==> src/rtl/viterbi_block_decoder.sv <==
// Hard-decision rate-1/2 block Viterbi decoder.
// One frame in, ACS one pair per cycle, traceback, one result out.
module viterbi_block_decoder #(
    parameter int N = 8,
    parameter int K = 3,
    parameter logic [K-1:0] G0 = 3'b111,
    parameter logic [K-1:0] G1 = 3'b101,
    parameter bit TERMINATED = 1'b1,
    localparam int MW = $clog2(2*N+2)
) (
    input  logic            clk,
    input  logic            rst,
    input  logic            en,
    input  logic            i_valid,
    output logic            i_ready,
    input  logic [2*N-1:0]  i_data,
    output logic            o_valid,
    input  logic            o_ready,
    output logic [N-1:0]    o_data,
    output logic [MW-1:0]   o_metric
);

    localparam int S  = 1 << (K-1);
    localparam int SW = K - 1;
    localparam int TW = $clog2(N);
    localparam logic [MW-1:0] UNREACH = MW'(2*N+1);

    typedef enum logic [1:0] {IDLE, ACS, TRACE, OUT} state_t;

    state_t state_q, state_d;

    logic [2*N-1:0] data_q;
    logic [MW-1:0]  metric_q [S];
    logic [MW-1:0]  metric_d [S];
    logic [S-1:0]   dec;
    logic [S-1:0]   surv_q [N];
    logic [TW-1:0]  t_q;
    logic [TW-1:0]  bit_idx;
    logic [SW-1:0]  s_q;
    logic [SW-1:0]  start_s;
    logic [MW-1:0]  best_m;
    logic [1:0]     rx;

    function automatic logic [1:0] code_pair(input logic [K-1:0] r);
        return {^(r & G0), ^(r & G1)};
    endfunction

    function automatic logic [1:0] hamming(input logic [1:0] x);
        return {1'b0, x[1]} + {1'b0, x[0]};
    endfunction

    function automatic logic [MW-1:0] sat_add(
        input logic [MW-1:0] a,
        input logic [1:0]    b
    );
        logic [MW:0] sum;
        sum = {1'b0, a} + {{(MW-1){1'b0}}, b};
        return sum[MW] ? {MW{1'b1}} : sum[MW-1:0];
    endfunction

    assign rx      = data_q[2*N-1 -: 2];
    assign bit_idx = TW'(N - 1) - t_q;
    assign i_ready = en && (state_q == IDLE);
    assign o_valid = (state_q == OUT);

    for (genvar g = 0; g < S; g++) begin : g_acs
        localparam logic [SW-1:0] P0 = SW'((2*g) % S);
        localparam logic [SW-1:0] P1 = SW'((2*g) % S + 1);
        localparam logic          U  = 1'(g >> (SW-1));
        logic [1:0]    bm0, bm1;
        logic [MW-1:0] c0, c1;
        assign bm0 = hamming(rx ^ code_pair({U, P0}));
        assign bm1 = hamming(rx ^ code_pair({U, P1}));
        assign c0  = sat_add(metric_q[P0], bm0);
        assign c1  = sat_add(metric_q[P1], bm1);
        assign dec[g]      = (c1 < c0);
        assign metric_d[g] = dec[g] ? c1 : c0;
    end

    // Traceback start: state 0, or lowest-index minimum-metric state
    always_comb begin
        start_s = '0;
        best_m  = metric_d[0];
        if (!TERMINATED) begin
            for (int i = 1; i < S; i++) begin
                if (metric_d[i] < best_m) begin
                    best_m  = metric_d[i];
                    start_s = SW'(i);
                end
            end
        end
    end

    // State register; en freezes the FSM
    always_ff @(posedge clk) begin
        if (rst)
            state_q <= IDLE;
        else if (en)
            state_q <= state_d;
    end

    // Next-state logic
    always_comb begin
        state_d = state_q;
        unique case (state_q)
            IDLE:  if (i_valid) state_d = ACS;
            ACS:   if (t_q == TW'(N - 1)) state_d = TRACE;
            TRACE: if (t_q == '0) state_d = OUT;
            OUT:   if (o_ready) state_d = IDLE;
        endcase
    end

    // Frame latch, path metrics, step counter and traceback
    always_ff @(posedge clk) begin
        if (rst) begin
            data_q   <= '0;
            t_q      <= '0;
            s_q      <= '0;
            o_data   <= '0;
            o_metric <= '0;
            for (int i = 0; i < S; i++)
                metric_q[i] <= '0;
        end else if (en) begin
            unique case (state_q)
                IDLE: begin
                    if (i_valid) begin
                        data_q <= i_data;
                        t_q    <= '0;
                        for (int i = 0; i < S; i++)
                            metric_q[i] <= (i == 0) ? '0 : UNREACH;
                    end
                end
                ACS: begin
                    data_q <= data_q << 2;
                    for (int i = 0; i < S; i++)
                        metric_q[i] <= metric_d[i];
                    if (t_q == TW'(N - 1)) begin
                        s_q      <= start_s;
                        o_metric <= metric_d[start_s];
                    end else begin
                        t_q <= t_q + TW'(1);
                    end
                end
                TRACE: begin
                    o_data[bit_idx] <= s_q[SW-1];
                    s_q <= {s_q[SW-2:0], surv_q[t_q][s_q]};
                    if (t_q != '0)
                        t_q <= t_q - TW'(1);
                end
                default: ;
            endcase
        end
    end

    // Survivor memory: one decision vector per trellis step
    always_ff @(posedge clk) begin
        if (en && state_q == ACS)
            surv_q[t_q] <= dec;
    end

endmodule

==> config.mk <==
export PLATFORM = sky130hd
export DESIGN_NAME = viterbi_block_decoder
export DESIGN_NICKNAME = d
export VERILOG_FILES = /design/src/rtl/viterbi_block_decoder.sv
export SDC_FILE = /design/constraint.sdc
export NUM_CORES = 1
export LEC_CHECK = 0
export CORE_MARGIN = 2
export CORE_UTILIZATION = 35
export DETAILED_ROUTE_END_ITERATION = 10
export PLACE_DENSITY = 0.55
export SYNTH_ARGS = -nofsm -noshare
export SYNTH_HDL_FRONTEND = slang
export SYNTH_SLANG_ARGS = --single-unit
==> constraint.sdc <==
create_clock -name clk -period 7.5 [get_ports clk]
set_input_delay 2.25 -clock clk [delete_from_list [all_inputs] [get_ports clk]]
set_output_delay 2.25 -clock clk [all_outputs]
set_load 0.005 [all_outputs]
**Word-level counts from Yosys, hierarchy flattened**

Memory sizes are Yosys's and may differ from the RTL's. A register that Yosys moved wholly into a read port is not among the register bits.
Cells that the tools add are included.

- Register bits after elaboration: 36
- RAM bits: 52
- Input port bits: 21
- Output and inout bits: 15
- Logic and storage cells: 119
- Memories kept: 2

- $add $sub $neg: 15
- Order comparisons: 7
- Equality and inequality tests: 10
- Multiplexer cells: 53
- Bitwise gates (word level): 11
- Reduce and logical (&&, ||, !) cells: 15

Memory list:

| memory | words | bits a word | rd ports | clocked after memory_dff | wr ports | line | RTL |
|---|---|---|---|---|---|---|---|
| surv_q | 8 | 4 | 1 | 1 | 1 | 36 | `logic [S-1:0] surv_q [N];` |
| metric_q | 4 | 5 | 4 | 0 | 4 | 33 | `logic [MW-1:0] metric_q [S];` |

Operators by type and width:

| kind | number |
|---|---|
| $mux 5 | 20 |
| $add 5x2->6 | 8 |
| $pmux 16 s2 | 1 |
| $lt 5x5->1 | 4 |
| $mux 16 | 1 |
| $mux 1 | 15 |
| $mux 3 | 5 |
| $mux 2 | 5 |
| $ne 2x2->1 const B | 5 |
| $reduce_and 5->1 | 2 |
| $pmux 3 s3 | 1 |
| $reduce_and 3->1 | 3 |
| $add 1x1->2 | 4 |
| $bwmux 8 | 1 |
| $or 1x1->1 | 8 |
| $pmux 2 s4 | 1 |
| $reduce_bool 3->1 | 2 |
| $eq 2x2->1 const B | 2 |
| $lt 3x4->1 const B | 1 |
| $pmux 2 s2 | 1 |
| $reduce_bool 2->1 | 2 |
| $add 3x1->3 const B | 1 |
| $demux 1 s3 | 1 |
| $eq 3x3->1 const B | 1 |
| 13 further kinds | 16 |

**Logic depth before layout (Yosys ltp)**

Gate-level depths: netlist of the first run.

- Depth in word-level cells: 7
- Mapped depth: 16
- Mapped depth without buffers: 16

**Worst setup path after synthesis of the first run**

Ideal clock, no wire load.

- Kind: input-to-output
- Start: in en
- End: out i_ready
- Arrival: 2557 ps
- Required time: 5250 ps
- Path slack: 2693 ps
- Stages on the path: 2
- Buffers on the path: 1
- Cells stage by stage: buf_2 -> and2_1

- Cells in the longest elaborated chain, start to end: 1

RTL lines:

| element | line | RTL |
|---|---|---|
| start: declaration | 13 | `input logic en,` |
| $logic_and 1x1->1 | 63 | `assign i_ready = en && (state_q == IDLE);` |
| end: declaration | 15 | `output logic i_ready,` |

No other way between the ends.

**Worst setup path in the final report of the first run**

Same ends and word-level chain as after synthesis.

==> results of run 1 <==
## where the power goes
group	total, mW	internal [mW]	switching (mW)
sequential	0.608	0.576	0.0313
combinational	0.423	0.157	0.267
clock	0.483	0.268	0.215
total	1.51	1.00	0.514
## per-layer routing
layer / track usage [%] / share of wire [%] / wire length [microns] / up-vias
met5: 0 / 0 / 0 / -
met3: 2.61 / 3.3 / 469 / 21
met4: 5.97 / 2.0 / 286 / 0
li1: - / - / - / 2267
met2: 27.1 / 48 / 6870 / 102
met1: 21.1 / 46 / 6600 / 2271
## kinds of logic after synthesis
family	synth area share, %
fa+ha+maj	8.97
mux	8.99
compound gates	20.5
buf+inv	3.62
flops	39.5
xor+xnor	2.56
simple gates	15.9
## sequential cells by signal, indices dropped and copies added (netlist names), named ones only
signal and count:
o_metric 5, data_q 16, surv_q 32, state_q 2, metric_q 20, o_data 8, s_q 2, t_q 3
## tightest hold or removal path, stage by stage, from the launching register on
cell,delay [ns]
dfxtp_1,0.32
nand2_1,0.05
a21oi_1,0.05
## final cells by class
| cell class | instances | area (sq um) | area share [%] |
|---|---|---|---|
| clock inverters | 7 | 93.8 | 1.42 |
| clock buffers | 9 | 225 | 3.40 |
| inverters | 18 | 67.6 | 1.02 |
| flip-flops and latches | 91 | 2290 | 34.6 |
| multi-input cells | 450 | 3310 | 50.0 |
| well taps | 220 | 275 | 4.16 |
| repair buffers | 36 | 358 | 5.41 |
## synthesized netlist by cell type (2+ instances only)
cell type / count / share of area [%]
nor2_1: 53 / 3.4
edfxtp_1: 47 / 24
dfxtp_1: 44 / 15
ha_1: 40 / 8.6
a21oi_1: 36 / 3.1
nand2_1: 32 / 2.1
mux2i_1: 30 / 5.2
a211oi_1: 27 / 3.5
o21ai_0: 24 / 2.1
a21o_1: 19 / 2.5
inv_1: 18 / 1.2
nor3_1: 17 / 1.5
o211ai_1: 17 / 2.2
nand2b_1: 16 / 1.7
nand4_1: 15 / 1.6
nand3_1: 14 / 1.2
clkbuf_1: 13 / 0.84
buf_2: 12 / 1.0
nor2b_1: 12 / 1.3
a31oi_1: 9 / 0.97
xor2_1: 9 / 1.4
xnor2_1: 8 / 1.2
o21bai_1: 6 / 0.78
mux4_1: 5 / 2.3
and2_1: 4 / 0.43
and3_1: 4 / 0.43
nand3b_1: 4 / 0.52
or2_2: 4 / 0.43
a211o_1: 3 / 0.45
a311oi_1: 3 / 0.45
buf_4: 3 / 0.39
mux4_2: 3 / 1.2
a311o_1: 2 / 0.34
mux2_2: 2 / 0.39
o2111ai_1: 2 / 0.30
o211ai_2: 2 / 0.43
o21a_1: 2 / 0.26
o31ai_1: 2 / 0.26
or3_1: 2 / 0.22
## metrics by stage
stage          power (mW)  worst slack (ns)
2_1_floorplan       0.923              2.69
3_3_place_gp         1.03              1.68
3_5_place_dp         1.04              1.66
4_1_cts              1.52              1.65
5_1_grt              1.60              1.63
6_report             1.51              1.67
## path summary, 6_finish.rpt
| kind | endpoint | cells after the start | slack (ns) | start |
|---|---|---|---|---|
| setup / recovery | i_ready | 3 | 1.67 | en |
| hold / removal | o_metric[0]$_SDFFE_PP0P_ | 2 | 0.47 | o_metric[0]$_SDFFE_PP0P_ |
| setup reg to reg | metric_q[1][4]$_SDFFCE_PP0P_ | 14 | 3.51 | data_q[14]$_SDFFE_PP0P_ |
| hold reg to reg | o_metric[0]$_SDFFE_PP0P_ | 2 | 0.47 | o_metric[0]$_SDFFE_PP0P_ |
==> impl_metrics.toml, run 1 <==
[drt]
ant_nets = 0
routed_wl_mm = 14.2
via_per_inst = 5.61
drt_iter0_drc = 328
via_count = 4661
post_drt_wl_per_cell_microns = 17.1
drt_first_pass_iters = 5
drc = 0

[clock_network]
htree_levels = 3
cts-resized-gates = 0
clockRootBuffer = "clkbuf_16"
cts_hold_buffers = 0
post_cts_buffers = 0
cts_buffers = 9
insertion_delay_ns = 0.35
cts_buffer_depth = 2
path_clk_slew_ns = 0.07
cts_sinks = 91
cts_tree = "yes"

[worst_setup_path]
max_stage_delay_ns = 0.63
crit_top_cell = "clkdlybuf4s50_1"
cp_num_buf_inv = 2
cp_cell_sequence = "clkdlybuf4s50_1 > and2_1 > clkdlybuf4s50_1"
slowest_stage = "clkdlybuf4s50_1"
crit_family = "buffers and inverters"
setup.worst_path.end_class = "output pin"
cp_max_fo = 9
arrival_ns = 3.58
critPathKind = "in2out"
cp-start-kind = "input pin"
worstPathRequired_ns = 5.25

[layout]
diodes = 0
instances_no_fill = 831
area_delta_synth_final_pct = 14.0
drive_gt1_share_pct = 6.22
final_cell_mix = "52 x nor2_1, 47 x edfxtp_1, 44 x dfxtp_1"
finalInstanceArea_sq_um = 6620
final_util_pct = 40.3
final_common_cell = "nor2_1"
nFillCells = 1583
fin_nets = 668

[placed_design]
hpwl_mm = 10.8
port_buffers = 35
dp.cells = 815
place_area_sq_um = 6300
gp_congestion = 0.870

[timing]
whs_ns = 0.469
finalHoldViolCount = 0
setup_viol = 0
relSlewSlack_pct = 25.0
rsz0062_at_grt = "no"
finClkSkew_ns = 0.00914
slew_violations = 0
setup_tns_ns = 0
period_share_pct = 77.7
max_freq_ghz = 0.172
tightest_slew_ns = 1.12
finalCriticalPeriod_ns = 5.83

[global_route]
grt_pass1_wl_mm = 22.8
antenna_found_initial = 0
grt_max_degree = 36
grtUsageTotal_pct = 16.2
grt_overflow_total = 0
grt_pass1_vias = 4533

[logic_synthesis]
yosys_register_bits = 91
ys.flop_type = "edfxtp_1"
syn_area_sq_um = 5810
synth_nets = 650
yosysWarnings = 0
async_reset_ff_share_pct = 0
ys_seq_area_share_pct = 39.5
avgSynthCellArea_sq_um = 9.87
synth_edf_count = 47
synthDistinctLibCells = 62
synthCells = 588

[floorplanning]
die_area_sq_um = 17600
initial_core_util_pct = 35.4
die_w_microns = 133
die_h_microns = 133
core_area_sq_um = 16400
num_rows = 47
io-pin-count = 36

[min_path]
hold_path.class = "reg2reg"

[power]
power_density_nw_per_um2 = 229
vdd_drop_max_uv = 118
p_leak_nw = 2.40

[run]
drv_cap = 0

[run_status]
status = "finished clean"
(Power assumes the default switching activity.)
==> inputs of run 2 (changes only) <==
==> constraint.sdc (replaced) <==
create_clock -name clk -period 5.5 [get_ports clk]
set_input_delay 1.65 -clock clk [delete_from_list [all_inputs] [get_ports clk]]
set_output_delay 1.65 -clock clk [all_outputs]
set_load 0.005 [all_outputs]
==> run 2 against run 1 <==
  * Clock-buffer cell count did not move
  * Non-clock buffer count did not move
  * Via count fell by 1.1%
  * Cell count did not move
  * Clock skew rose by 0.0017 ns
  * Critical endpoint unchanged
==> impl_metrics.toml, run 2 (synthesis results as in run 1) <==
[layout]
seq_area_sq_um = 2290
diodes = 0
drive_gt1_share_pct = 6.22
area_delta_synth_final_pct = 13.6
fin_nets = 668
final_cell_mix = "52 x nor2_1, 47 x edfxtp_1, 44 x dfxtp_1"
nFillCells = 1602
largest-register = "surv_q"
top_regs = "surv_q: 32 flops, metric_q: 20 flops, data_q: 16 flops"
largest_reg_flops = 32
final_common_cell = "nor2_1"
multi_input_area_sq_um = 3310

[min_path]
hold_path.class = "reg2reg"
hold_depth = 2
min-delay-start = "o_metric[0]$_SDFFE_PP0P_"
hold_end = "o_metric[0]$_SDFFE_PP0P_"

[clock_network]
path_clk_slew_ns = 0.07
cts_hold_buffers = 0
insertion_delay_ns = 0.35
clockRootBuffer = "clkbuf_16"
cts-resized-gates = 0
post_cts_buffers = 0
htree_levels = 3
cts_buffers = 9
cts_sinks = 91
cts_buffer_depth = 2
cts_tree = "yes"

[worst_setup_path]
r2r_slack_ns = 1.56
setup.worst_path.end_class = "output pin"
arrival_ns = 3.00
reg2reg_to = "metric_q[1][4]$_SDFFCE_PP0P_"
critPathKind = "in2out"
worstPathRequired_ns = 3.85
r2r_start = "data_q[14]$_SDFFE_PP0P_"
cp-start-kind = "input pin"
cp_max_fo = 9
rr_worst_depth = 14

[drt]
ant_nets = 0
post_drt_wl_per_cell_microns = 17.2
routed_wl_mm = 14.3
drc = 0
via_count = 4610
drt_first_pass_iters = 7
drt_iter0_drc = 327
via_per_inst = 5.55

[timing]
finalCriticalPeriod_ns = 4.65
setup_viol = 0
rsz0062_at_grt = "no"
period_share_pct = 84.5
max_freq_ghz = 0.215
tightest_slew_ns = 1.15
slew_violations = 0
setup_tns_ns = 0
finClkSkew_ns = 0.0109
relSlewSlack_pct = 23.6
final.setup.worst_slack_ns = 0.852
finalHoldViolCount = 0

[global_route]
grt_pass1_wl_mm = 23.3
grt_pass1_vias = 4607
grt_overflow_total = 0
grtUsageTotal_pct = 16.5
grt_max_degree = 43
antenna_found_initial = 0

[power]
power_density_nw_per_um2 = 306
power_frac_comb_pct = 28.7
p_sw_mw = 0.699
swShare_pct = 34.7
seq_power_share_pct = 41.1
p_int_mw = 1.32
p_leak_nw = 2.38
pwr-share-clk_pct = 30.2
vdd_drop_max_uv = 160

[floorplanning]
die_w_microns = 133
core_area_sq_um = 16400
die_area_sq_um = 17600
num_rows = 47
initial_core_util_pct = 35.4
die_h_microns = 133
io-pin-count = 36

[placed_design]
hpwl_mm = 10.7
gp_congestion = 0.920
port_buffers = 35
dpl_worst_slack_ns = 0.847

[run_status]
status = "finished clean"

[run]
drv_cap = 0
[run 2: worst max path at each step]
stage,endpoint,from,depth (start not counted),slack (ns)
3_3_place_gp,i_ready,en,3,0.86
3_5_place_dp,i_ready,en,3,0.85
2_1_floorplan,i_ready,en,2,1.89
5_1_grt,i_ready,en,3,0.78
6_report,i_ready,en,3,0.85
4_1_cts,i_ready,en,3,0.84
[run 2: final cells by class]
class,instances,area share [%]
Multi-Input combinational cell,450,50.1
Sequential cell,91,34.8
Timing Repair Buffer,36,5.43
Tap cell,220,4.18
Clock buffer,9,3.42
Clock inverter,7,1.04
Inverter,18,1.02
[run 2: critical path: stages]
cell	delay, ns
clkdlybuf4s50_1	0.65
and2_1	0.20
clkdlybuf4s50_1	0.50
[run 2: power groups by stage]
stage | Sequential, mW | Clock, mW | Combinational (mW)
after detailed placement | 0.843 | 0 | 0.573
after floorplan | 0.816 | 0 | 0.443
after global placement | 0.842 | 0 | 0.553
final | 0.829 | 0.608 | 0.579
after global routing | 0.836 | 0.653 | 0.648
after CTS | 0.829 | 0.624 | 0.576
[run 2: per-layer routing]
metal	wire length (microns)	track usage (%)	vias to the layer above	share of wire, %
met2	6860	27.3	86	48
met3	434	2.91	22	3.0
li1	-	-	2275	-
met1	6710	21.8	2227	47
met4	251	5.62	0	1.8
met5	0	0	-	0
[run 2: per-stage QoR]
stage / utilization, % / hold slack (ns) / instance area, sq um / cells / power [mW]
floorplan: - / 0.449 / 5810 / 588 / 1.26
global placement: 38.4 / 0.453 / 6300 / 815 / 1.39
detailed placement: 38.4 / 0.460 / 6300 / 815 / 1.42
CTS: 40.2 / 0.470 / 6590 / 831 / 2.03
global route: 40.2 / 0.481 / 6590 / 831 / 2.14
finish: 40.2 / 0.465 / 6590 / 831 / 2.02
==> inputs of run 3 (changes only) <==
==> constraint.sdc (replaced) <==
create_clock -name clk -period 4.6 [get_ports clk]
set_input_delay 1.38 -clock clk [delete_from_list [all_inputs] [get_ports clk]]
set_output_delay 1.38 -clock clk [all_outputs]
set_load 0.005 [all_outputs]
==> run 3 against run 2 <==
  * Clock skew fell by 0.0027 ns
  * Non-clock buffer count rose by 2
  * Total power rose by 21%
  * Clock power rose by 26%
  * Die area did not move
  * Sequential power rose by 20%
  * Final area rose by 0.51%
  * Largest cell class unchanged
  * Critical endpoint unchanged
  * Via count rose by 0.95%
  * Sequential cell count did not move
  * Combinational power rose by 19%
  * Largest power group unchanged
==> impl_metrics.toml, run 3 (synthesis results as in run 1) <==
[run_status]
status = "finished clean"

[drt]
via_count = 4654
drc = 0
drt_iter0_drc = 281
routed_wl_mm = 14.3
post_drt_wl_per_cell_microns = 17.2
ant_nets = 0
via_per_inst = 5.59
drt_first_pass_iters = 5

[layout]
top_regs = "surv_q: 32 flops, metric_q: 20 flops, data_q: 16 flops"
fin_nets = 670
final_cell_mix = "52 x nor2_1, 47 x edfxtp_1, 44 x dfxtp_1"
largest_reg_flops = 32
finalInstanceArea_sq_um = 6630
final_common_cell = "nor2_1"
drive_gt1_share_pct = 6.53
final_util_pct = 40.4
largest-register = "surv_q"
diodes = 0
area_delta_synth_final_pct = 14.1

[global_route]
grt_max_degree = 42
antenna_found_initial = 0
grt_pass1_wl_mm = 23.5
grt_pass1_vias = 4568
grt_overflow_total = 0
grtUsageTotal_pct = 16.6

[placed_design]
place_area_sq_um = 6310
hpwl_mm = 10.8
port_buffers = 35
gp_congestion = 0.829

[clock_network]
cts_buffers = 9
path_clk_slew_ns = 0.07
htree_levels = 3
insertion_delay_ns = 0.34
clockRootBuffer = "clkbuf_16"
cts_buffer_depth = 2
cts-resized-gates = 0
cts_tree = "yes"
cts_hold_buffers = 0
cts_sinks = 91
post_cts_buffers = 0

[timing]
period_share_pct = 88.8
rsz0062_at_grt = "no"
setup_viol = 0
finalHoldViolCount = 0
slew_violations = 0
finalCriticalPeriod_ns = 4.08
max_freq_ghz = 0.245
finClkSkew_ns = 0.00818
setup_tns_ns = 0
relSlewSlack_pct = 26.8
tightest_slew_ns = 1.10

[worst_setup_path]
worstPathRequired_ns = 3.22
cp-start-kind = "input pin"
arrival_ns = 2.70
setup.worst_path.end_class = "output pin"
cp_max_fo = 9
rr_worst_depth = 15
critPathKind = "in2out"

[power]
p_sw_mw = 0.819
p_int_mw = 1.63
p_leak_nw = 2.41
power_frac_comb_pct = 28.1
power_density_nw_per_um2 = 370
pwr-share-clk_pct = 31.4
swShare_pct = 33.4
vdd_drop_max_uv = 190
seq_power_share_pct = 40.4

[floorplanning]
die_w_microns = 133
die_h_microns = 133
num_rows = 47
initial_core_util_pct = 35.4
die_area_sq_um = 17600
io-pin-count = 36
core_area_sq_um = 16400

[min_path]
hold_depth = 2
hold_path.class = "reg2reg"

[run]
drv_cap = 0
[run 3: cell type report]
class | instances | area, sq um
fillers | 1608 | 9780
multi-input cells | 450 | 3310
flip-flops and latches | 91 | 2290
repair buffers | 38 | 373
well taps | 220 | 275
clock buffers | 9 | 225
clock inverters | 7 | 87.6
inverters | 18 | 67.6
[run 3: per-stage QoR]
stage                     hold WS [ns]  power [mW]  cells  setup slack [ns]
after floorplan                  0.449        1.51    588              1.33
after global placement           0.453        1.67    817             0.538
after detailed placement         0.450        1.69    817             0.519
after CTS                        0.460        2.47    833             0.514
after global routing             0.498        2.59    833             0.389
final                            0.457        2.45    833             0.516
[run 3: path summary, 6_finish.rpt]
check                                         startpoint                      endpoint  slack, ns
worst max-delay path                                  en                       i_ready       0.52
worst min register to register  o_metric[0]$_SDFFE_PP0P_      o_metric[0]$_SDFFE_PP0P_       0.46
worst max register to register   data_q[14]$_SDFFE_PP0P_  metric_q[1][4]$_SDFFCE_PP0P_       0.78
worst min-delay path            o_metric[0]$_SDFFE_PP0P_      o_metric[0]$_SDFFE_PP0P_       0.46
[run 3: routing by layer]
metal,global-route usage [%],part of all wire [%],vias to the layer above
li1,-,-,2287
met1,22.4,47,2251
met2,27.7,49,101
met3,2.68,3.2,15
met4,4.72,1.0,0
met5,0,0,-
[run 3: worst max-delay path, cell delays in order]
cell,delay [ns]
clkdlybuf4s50_1,0.63
and2_1,0.19
clkdlybuf4s50_1,0.50
[run 3: power by group through the flow]
stage | logic [mW] | clock network (mW) | registers (mW)
after floorplan | 0.530 | 0 | 0.975
after global placement | 0.663 | 0 | 1.01
after detailed placement | 0.683 | 0 | 1.01
after CTS | 0.688 | 0.791 | 0.990
after global routing | 0.774 | 0.823 | 0.997
final | 0.689 | 0.769 | 0.991
